<file path="config.mk">
export PLATFORM = sky130hd
export DESIGN_NAME = sign_mag_to_bcd_flat
export DESIGN_NICKNAME = d
export VERILOG_FILES = /design/src/rtl/sign_mag_to_bcd_pkg.sv /design/src/rtl/sign_mag_to_bcd_if.sv /design/src/rtl/sign_mag_to_bcd_digit_adj.sv /design/src/rtl/sign_mag_to_bcd.sv /design/src/flat_wrapper.sv
export SDC_FILE = /design/constraint.sdc
export NUM_CORES = 1
export LEC_CHECK = 0
export BUFFER_PORTS_ARGS = -buffer_cell sky130_fd_sc_hd__clkbuf_2
export CORE_UTILIZATION = 30
export DETAILED_ROUTE_END_ITERATION = 6
export GPL_TIMING_DRIVEN = 0
export PLACE_DENSITY = 0.46
export SLEW_MARGIN = 20
export SYNTH_ARGS = -nofsm -noshare
export SYNTH_HDL_FRONTEND = slang
export SYNTH_HIERARCHICAL = 1
export SYNTH_SLANG_ARGS = --single-unit
</file>
<file path="constraint.sdc">
create_clock -name clk -period 2 [get_ports clk]
set_input_delay 0.1 -clock clk [delete_from_list [all_inputs] [get_ports clk]]
set_output_delay 0.1 -clock clk [all_outputs]
set_load 0.03 [all_outputs]
</file>
<file path="src/rtl/sign_mag_to_bcd_pkg.sv">
// Shared constants and FSM state type for the signed-magnitude to BCD converter.
package sign_mag_to_bcd_pkg;

    localparam int MAG_W      = 15;
    localparam int NUM_DIGITS = 5;
    localparam int BCD_W      = 20;

    typedef enum logic [1:0] {
        IDLE  = 2'd0,
        LOAD  = 2'd1,
        SHIFT = 2'd2,
        DONE  = 2'd3
    } state_t;

endpackage

</file>
<file path="src/rtl/sign_mag_to_bcd_if.sv">
// Request/result bundle between the adder stage (master) and the BCD converter (slave).
interface sign_mag_to_bcd_if #(
    parameter int MAG_W      = sign_mag_to_bcd_pkg::MAG_W,
    parameter int NUM_DIGITS = sign_mag_to_bcd_pkg::NUM_DIGITS
);
    logic                    start;
    logic [MAG_W:0]          value;
    logic [4*NUM_DIGITS-1:0] bcd;
    logic                    neg;
    logic                    busy;
    logic                    finish;

    modport master (output start, value, input bcd, neg, busy, finish);
    modport slave  (input start, value, output bcd, neg, busy, finish);
endinterface

</file>
<file path="src/rtl/sign_mag_to_bcd_digit_adj.sv">
// Double-dabble correction for one BCD digit: add 3 when the digit is 5 or more.
module bcd_digit_adj (
    input  logic [3:0] i_digit,
    output logic [3:0] o_digit
);
    assign o_digit = (i_digit >= 4'd5) ? i_digit + 4'd3 : i_digit;
endmodule

</file>
<file path="src/rtl/sign_mag_to_bcd.sv">
// Sequential double-dabble converter: signed-magnitude word in, BCD digits plus sign out.
import sign_mag_to_bcd_pkg::*;

module sign_mag_to_bcd #(
    parameter int MAG_W      = sign_mag_to_bcd_pkg::MAG_W,
    parameter int NUM_DIGITS = sign_mag_to_bcd_pkg::NUM_DIGITS
) (
    input  logic             clk,
    input  logic             RST,
    sign_mag_to_bcd_if.slave io
);
    localparam int W_BCD = 4 * NUM_DIGITS;
    localparam int SR_W  = W_BCD + MAG_W;
    localparam int CNT_W = $clog2(MAG_W + 1);
    localparam logic [CNT_W-1:0] LAST_CNT = CNT_W'(MAG_W - 1);

    state_t             r_state, w_next;
    logic               w_busy;
    logic [SR_W-1:0]    r_shift;
    logic [SR_W-1:0]    w_adj;
    logic [CNT_W-1:0]   r_cnt;
    logic               r_sign;
    logic               r_neg;
    logic               r_finish;
    logic [W_BCD-1:0]   r_bcd;

    genvar g;
    generate
        for (g = 0; g < NUM_DIGITS; g++) begin : g_digit
            bcd_digit_adj u_adj (
                .i_digit (r_shift[MAG_W+4*g +: 4]),
                .o_digit (w_adj[MAG_W+4*g +: 4])
            );
        end
    endgenerate

    assign w_adj[MAG_W-1:0] = r_shift[MAG_W-1:0];

    always_ff @(posedge clk) begin
        if (RST) r_state <= IDLE;
        else     r_state <= w_next;
    end

    always_comb begin
        w_next = r_state;
        w_busy = 1'b0;
        case (r_state)
            IDLE:  if (io.start) w_next = LOAD;
            LOAD:  begin
                w_busy = 1'b1;
                w_next = SHIFT;
            end
            SHIFT: begin
                w_busy = 1'b1;
                if (r_cnt == LAST_CNT) w_next = DONE;
            end
            // Leave only after finish has been shown for at least one cycle.
            DONE:  if (r_finish && !io.start) w_next = IDLE;
            default: w_next = IDLE;
        endcase
    end

    always_ff @(posedge clk) begin
        if (RST) begin
            r_shift  <= '0;
            r_cnt    <= '0;
            r_sign   <= 1'b0;
            r_neg    <= 1'b0;
            r_finish <= 1'b0;
            r_bcd    <= '0;
        end else begin
            case (r_state)
                LOAD: begin
                    r_shift <= {{W_BCD{1'b0}}, io.value[MAG_W-1:0]};
                    // Negative zero reports as positive.
                    r_sign  <= io.value[MAG_W] & (|io.value[MAG_W-1:0]);
                    r_cnt   <= '0;
                end
                SHIFT: begin
                    r_shift <= {w_adj[SR_W-2:0], 1'b0};
                    r_cnt   <= r_cnt + 1'b1;
                end
                DONE: begin
                    if (!r_finish) begin
                        r_finish <= 1'b1;
                        r_bcd    <= r_shift[SR_W-1:MAG_W];
                        r_neg    <= r_sign;
                    end else if (!io.start) begin
                        r_finish <= 1'b0;
                    end
                end
                default: ;
            endcase
        end
    end

    assign io.bcd    = r_bcd;
    assign io.neg    = r_neg;
    assign io.busy   = w_busy;
    assign io.finish = r_finish;

endmodule

</file>
<file path="src/flat_wrapper.sv">
// flat-port wrapper written by rule: the top's interface ports become plain ports
module sign_mag_to_bcd_flat 
#(
    parameter int MAG_W      = sign_mag_to_bcd_pkg::MAG_W,
    parameter int NUM_DIGITS = sign_mag_to_bcd_pkg::NUM_DIGITS
)
  (clk, RST, io_start, io_value, io_bcd, io_neg, io_busy, io_finish);
  sign_mag_to_bcd_if #(.MAG_W(MAG_W), .NUM_DIGITS(NUM_DIGITS)) io_i ();
  input  logic clk;
  input  logic RST;
  input wire logic [$bits(io_i.start)-1:0] io_start;
  input wire logic [$bits(io_i.value)-1:0] io_value;
  output wire logic [$bits(io_i.bcd)-1:0] io_bcd;
  output wire logic [$bits(io_i.neg)-1:0] io_neg;
  output wire logic [$bits(io_i.busy)-1:0] io_busy;
  output wire logic [$bits(io_i.finish)-1:0] io_finish;
  assign io_i.start = io_start;
  assign io_i.value = io_value;
  assign io_bcd = io_i.bcd;
  assign io_neg = io_i.neg;
  assign io_busy = io_i.busy;
  assign io_finish = io_i.finish;
  sign_mag_to_bcd #(.MAG_W(MAG_W), .NUM_DIGITS(NUM_DIGITS)) u_core (.clk(clk), .RST(RST), .io(io_i));
endmodule
</file>
==> summary by stage, run 1 <==
Timing
The largest clock skew in the final design is 5.43 ps. The final number of setup-violating endpoints is 0. The worst path setup slack after routing is 301 ps. At the pin with the least slew margin, the transition time is 511 ps. The worst pin sits at a relative slew slack of 65.9%. Timing would allow up to 589 MHz. Setup repair after global routing left no endpoint under its margin. The final cycle utilization of the critical path is 85.0%. The total count of max-transition violations in the final report came to 0. Counting I/O delays and the setup requirement, the final critical path takes 1700 ps. The setup total negative slack is 0 ps. The final hold violation count is 0.

Routing
The number of iterations in the first detailed-routing pass is 4. In this run the remaining antenna-violating nets after routing total 0. For this block, the initial DRC count from the detailed router was 91. For this run, design rule violations remaining after detail routing come to 0.

Summed over all layers, the routed wires come to 6680 um. Across all layers, the routed design uses 2509 vias. Dividing the detail-routed wire length by the instance count gives 12.2 um. Using the TritonRoute via totals, the vias-per-cell ratio works out to 4.57.

Global route
The overflow left after global routing is 0. The number of global-route vias before repair came to 2300. The total global-route track usage is 13.9%.

The initial antenna violation count is 0. The first-pass GRT wire length is 11200 um. The maximum number of pins on one net before global-route repair is 11.

Worst setup path
The worst setup path is captured at a flip-flop. The launch instance of the worst register-to-register path is u_core/r_state[0]$_SDFFE_PP0P_. The critical path class is reg2reg.

Data on the critical path arrives at its endpoint at 1960 ps. The beginning of the critical path is u_core/r_state[0]$_SDFFE_PP0P_. In this run the worst path has a maximum fanout of 10.

For the worst setup path, the data required time is 2260 ps. The nature of the critical path startpoint is a flip-flop.

Finish
Leaving out fill and tap cells, the most frequent cell in the layout is nand2_1. The library cells used most frequently in the layout, excluding fill and tap cells, are 67 x nand2_1, 64 x dfxtp_1, 42 x nor2_1. The core occupancy in the finished layout is 36.9%. The ratio of cells with drive above 1 in the final layout is 17.8%.

The final antenna diode count is 0. The layout net count is 447. The area added between synthesis and finish is 19.7%.

Outcome
The flow ran to the end, and the final reports show no timing, DRC or antenna violations.

Worst hold path
In this run the worst hold path is classified as in2reg. The startpoint identified for the worst hold timing path is io_value[0].

Power
The part of the total power dissipated in the clock network is 35.0%. The post-route total power is 3570 uW. The share of total power in sequential cells is 41.4%. In this run the power density over the cells is 993 mW/mm2. Cell internal power was estimated by the tool at 2460 uW. The analysis attributes to net switching a power of 1100 uW. The worst-case vdd ir drop is 0.466 mV.

Of the total power, the share spent switching nets is 30.9%. For this design the static power due to leakage is 0.00140 uW. The combinational power share is 23.6%.

Yosys
The synthesized netlist cell count is 360. The mean post-synth cell area is 8.33 um2. The number of nets produced by synthesis is 395. The mapped cell area is 0.00300 mm2. The number of warnings printed during yosys synthesis is 6.

Floorplan
The area enclosed by the die boundary is 0.0104 mm2. The floorplan step set the die height to 102 um. The chip width is 102 um. Row generation in the floorplan step produced 36 rows. The number of primary I/O pins is 42. The initial cell density of the core is 30.8%. The core region is 0.00973 mm2.

Clock network
After clock tree synthesis, the repair step resized 0 gates. The clock root buffer is clkbuf_8. Counting along the longest clock path gives a buffer depth of 2. After clock tree synthesis, the clock-pin slew on the worst setup and hold paths is 70 ps.

In this run, post-CTS hold repair placed 0 buffers. The CTS tree is done. The later-pin clock latency in the skew report is 330 ps. The H-tree was split into 3 levels.

The clock sink total is 64. After clock tree synthesis, the setup repair step added 0 buffers. Counting the buffers created by CTS gives 9.

Placed design
The global placer's final weighted congestion is 0.738. During placement, the flow inserted port buffers numbering 41. Prior to clock tree synthesis, the placed netlist has a worst setup slack of 289 ps.

The final HPWL from detailed placement is 4810 um.

Run
The max-cap check violation count is 0.
per-stage QoR:
| step | hold slack [ps] | cells | instance area, um2 |
|---|---|---|---|
| 2_1_floorplan | 264 | 360 | 3000 |
| 3_3_place_gp | 392 | 534 | 3370 |
| 3_5_place_dp | 401 | 534 | 3370 |
| 4_1_cts | 28.5 | 549 | 3590 |
| 5_1_grt | 46.3 | 549 | 3590 |
| 6_report | 41.6 | 549 | 3590 |
final cells by class:
type | instances | area (um2)
sequential | 64 | 1280
tap | 133 | 166
buffer | 21 | 101
inverter | 15 | 56.3
clock buffer | 12 | 155
multi-input combinational | 260 | 1560
clock inverter | 3 | 65.1
fill | 1069 | 6140
timing repair buffer | 41 | 205
routing by layer:
layer  track usage, %  share of wire, %  up-vias
met4             6.92               1.7        0
met5                0                 0        -
met2             21.9                45       42
met3             2.67               3.4        9
li1                 -                 -     1322
met1             18.3                50     1136
registers in the layout (all words and copies together) (netlist names):
| name | flops |
|---|---|
| u_core/r_shift | 35 |
| u_core/io.bcd | 20 |
| u_core/r_cnt | 4 |
| u_core/r_state | 2 |
| u_core/io.finish | 1 |
| u_core/io.neg | 1 |
| u_core/r_sign | 1 |
power groups by stage:
| stage | Sequential [uW] | Clock, uW | Combinational, uW |
|---|---|---|---|
| after floorplan | 1490 | 0 | 623 |
| after global placement | 1500 | 0 | 853 |
| after detailed placement | 1500 | 0 | 860 |
| after CTS | 1480 | 1300 | 861 |
| after global routing | 1490 | 1360 | 933 |
| final | 1480 | 1250 | 841 |
worst paths after layout:
check,end,slack [ps],cells past startpoint
setup / recovery,u_core/r_cnt[0]$_SDFFE_PP0P_,300,7
setup reg to reg,u_core/r_cnt[0]$_SDFFE_PP0P_,300,7
hold reg to reg,u_core/io.bcd[12]$_SDFFE_PP0P_,450,2
hold / removal,u_core/r_shift[0]$_SDFFE_PP0P_,40,3
critical path: stages (launching register included):
cell     delay [ps]
dfxtp_1         360
inv_1            80
ha_1            330
buf_2           170
inv_1           190
buf_2           280
nand2_1          70
a21oi_1         130
Power figures use the tool's default switching activity.
==> run 2: changes to the inputs <==
==> constraint.sdc (replaced) <==
create_clock -name clk -period 1.7 [get_ports clk]
set_input_delay 0.085 -clock clk [delete_from_list [all_inputs] [get_ports clk]]
set_output_delay 0.085 -clock clk [all_outputs]
set_load 0.03 [all_outputs]
==> summary by stage, run 2 (synthesized netlist as in run 1, its figures left out) <==
Timing
The minimum clock period after layout is 1580 ps (-124 ps). The final number of setup-violating endpoints is 0 (unchanged). The timing-limited maximum frequency is 635 MHz (+7.9%). The worst path setup slack after routing came to 125 ps (-176 ps). The largest clock skew in the final design is 5.62 ps (+0.186 ps). Setup repair after global routing left no endpoint under its margin. The relative max-transition margin is 64.8% (-1.2 points). The slew at the pin with the worst max-slew slack is 528 ps (+17.4 ps). The final cycle utilization of the critical path is 92.7% (+7.7 points). The worst hold slack is 27.9 ps (-13.7 ps). The final hold violation count is 0 (unchanged). The total count of max-transition violations in the final report came to 0 (unchanged).

Finish
The final antenna diode count is 0 (unchanged). Counting flops per register, the top entry is u_core/r_shift. The final design instance area without fill is 0.00363 mm2 (+1.0%).

The most common cell after layout, fill and taps aside is nand2_1. The flip-flop count of the largest register after layout is 35 (unchanged). The area added between synthesis and finish is 21.0%. The top cell types in the final layout, fill and taps aside, are 67 x nand2_1, 62 x dfxtp_1, 42 x nor2_1.

The layout net count is 448 (+0.22%). The ratio of cells with drive above 1 in the final layout is 19.2% (+1.4 points).

Floorplan
The height of the die is 102 um (unchanged). The area enclosed by the die boundary is 0.0104 mm2 (unchanged). The chip width is 102 um (unchanged). The number of primary I/O pins is 42 (unchanged). The area of the core is 0.00973 mm2 (unchanged).

The number of core rows is 36 (unchanged). The initial cell density of the core is 30.8% (unchanged).

Power
The cell area power density is 1180 mW/mm2 (+19%). The leakage power of the design is 0.00141 uW (+0.55%). The post-route total power is 4280 uW (+20%).

The worst-case vdd ir drop is 0.635 mV (+36%).

Worst hold path
The hold-critical path depth is 3 (unchanged). The worst min-delay path class is in2reg.

Routing
The average wire length per cell after detail routing came to 12.2 um (+0.39%). The detailed-route wire length is 6720 um (+0.57%). The number of vias per cell after detailed routing came to 4.57 (about the same). The final antenna-violating net count was 0 (unchanged). The number of iterations in the first detailed-routing pass is 4 (unchanged).

The total via count in the routed design is 2513 (+0.16%). The detailed router's first-iteration violation count is 94 (+3.3%). The number of design rule violations left after detail routing is 0 (unchanged).

Worst setup path
The worst setup path is launched from a flip-flop. The worst-case reg-to-reg path depth is 7 (unchanged). The critical-path maximum fanout was 10 (unchanged).

The required time reported for the critical path endpoint came to 1910 ps (-350 ps). The critical path data arrival time was 1790 ps (-170 ps). The setup path with the least slack is of type reg2reg. The worst setup path is captured at a flip-flop.

Clock network
The count of hold-fix buffers inserted at cts is 0 (unchanged). The clock sink total is 64 (unchanged). The CTS tree is done. The number of buffers between clock root and the deepest sink is 2 (unchanged). The clock-pin slew on the worst setup and hold paths is 70 ps (about the same). The later-pin clock latency in the skew report is 330 ps (about the same). The clock buffer count from CTS was 9 (unchanged). The number of levels the H-tree was split into came to 3 (unchanged). The root buffer cell chosen for the clock tree is clkbuf_8.

Run
The max-cap check violation count came to 0 (unchanged).

Placed design
The pre-CTS worst setup slack is -11.0 ps (-300 ps). The cell area after placement is 0.00337 mm2 (unchanged). The number of buffers added on ports came to 41 (unchanged). The global placer's final weighted congestion is 0.738 (unchanged). The final HPWL from detailed placement is 4810 um (unchanged).

Global route
The number of global-route vias before repair is 2300 (unchanged). The maximum number of pins on one net before global-route repair is 11 (unchanged). The initial antenna violation count is 0 (unchanged). The overflow left after global routing was 0 (unchanged).

The total global-route track usage was 13.9% (unchanged). The first-pass GRT wire length came to 11200 um (unchanged).

Outcome
The run finished with clean final reports.
## run 2: cell count changes in the layout (fill, tap and decap cells not counted), sizes merged
cell | previous run | this run
buf | 18 | 19
clkinvlp | 0 | 1
inv | 15 | 14
## run 2: stage by stage
| step | setup TNS (ps) | instances | utilization, % |
|---|---|---|---|
| final | 0 | 550 | 37.3 |
| after global routing | 0 | 550 | 37.3 |
| after CTS | -9.66 | 549 | 36.9 |
| after detailed placement | -43.6 | 534 | 34.6 |
| after global placement | 0 | 534 | 34.6 |
| after floorplan | 0 | 360 | - |
## run 2: final cells by class
type                       count  area (um2)
fill                        1068        6100
timing repair buffer          42         213
multi-input combinational    260        1570
sequential                    64        1280
clock buffer                  12         155
tap                          133         166
inverter                      15        60.1
clock inverter                 3        65.1
buffer                        21         118
## run 2: timing repair
action,4_1_cts,5_1_grt
setup endpoints to repair,21,35
setup buffers,0,1
gates resized for setup,2,12
## run 2: path summary, 6_finish.rpt
| path | start | endpoint | slack (ps) |
|---|---|---|---|
| hold / removal | io_value[0] | u_core/r_shift[0]$_SDFFE_PP0P_ | 30 |
| hold reg to reg | u_core/io.bcd[12]$_SDFFE_PP0P_ | u_core/io.bcd[12]$_SDFFE_PP0P_ | 450 |
| setup / recovery | u_core/r_state[0]$_SDFFE_PP0P_ | u_core/r_shift[18]$_SDFFE_PP0P_ | 120 |
| setup reg to reg | u_core/r_state[0]$_SDFFE_PP0P_ | u_core/r_shift[18]$_SDFFE_PP0P_ | 120 |
## run 2: power by group
| group | internal (uW) | leakage (uW) | total [uW] | switching [uW] |
|---|---|---|---|---|
| combinational | 413 | 0.000777 | 1070 | 653 |
| clock | 896 | 0.000112 | 1470 | 572 |
| sequential | 1650 | 0.000520 | 1740 | 89.1 |
| total | 2960 | 0.00141 | 4280 | 1310 |
## run 2: per-layer routing
layer / vias to the layer above / global-route usage (%) / share of wire [%]
li1: 1326 / - / -
met1: 1142 / 18.3 / 50
met2: 36 / 21.9 / 45
met3: 9 / 2.67 / 3.1
met4: 0 / 6.92 / 1.7
met5: - / 0 / 0
## run 2: critical path, stage by stage (launching register included)
cell and delay (ps):
dfxtp_2 340, inv_1 70, ha_1 340, buf_6 150
and2_4 150, buf_4 170, a22oi_1 170, nor2_1 60
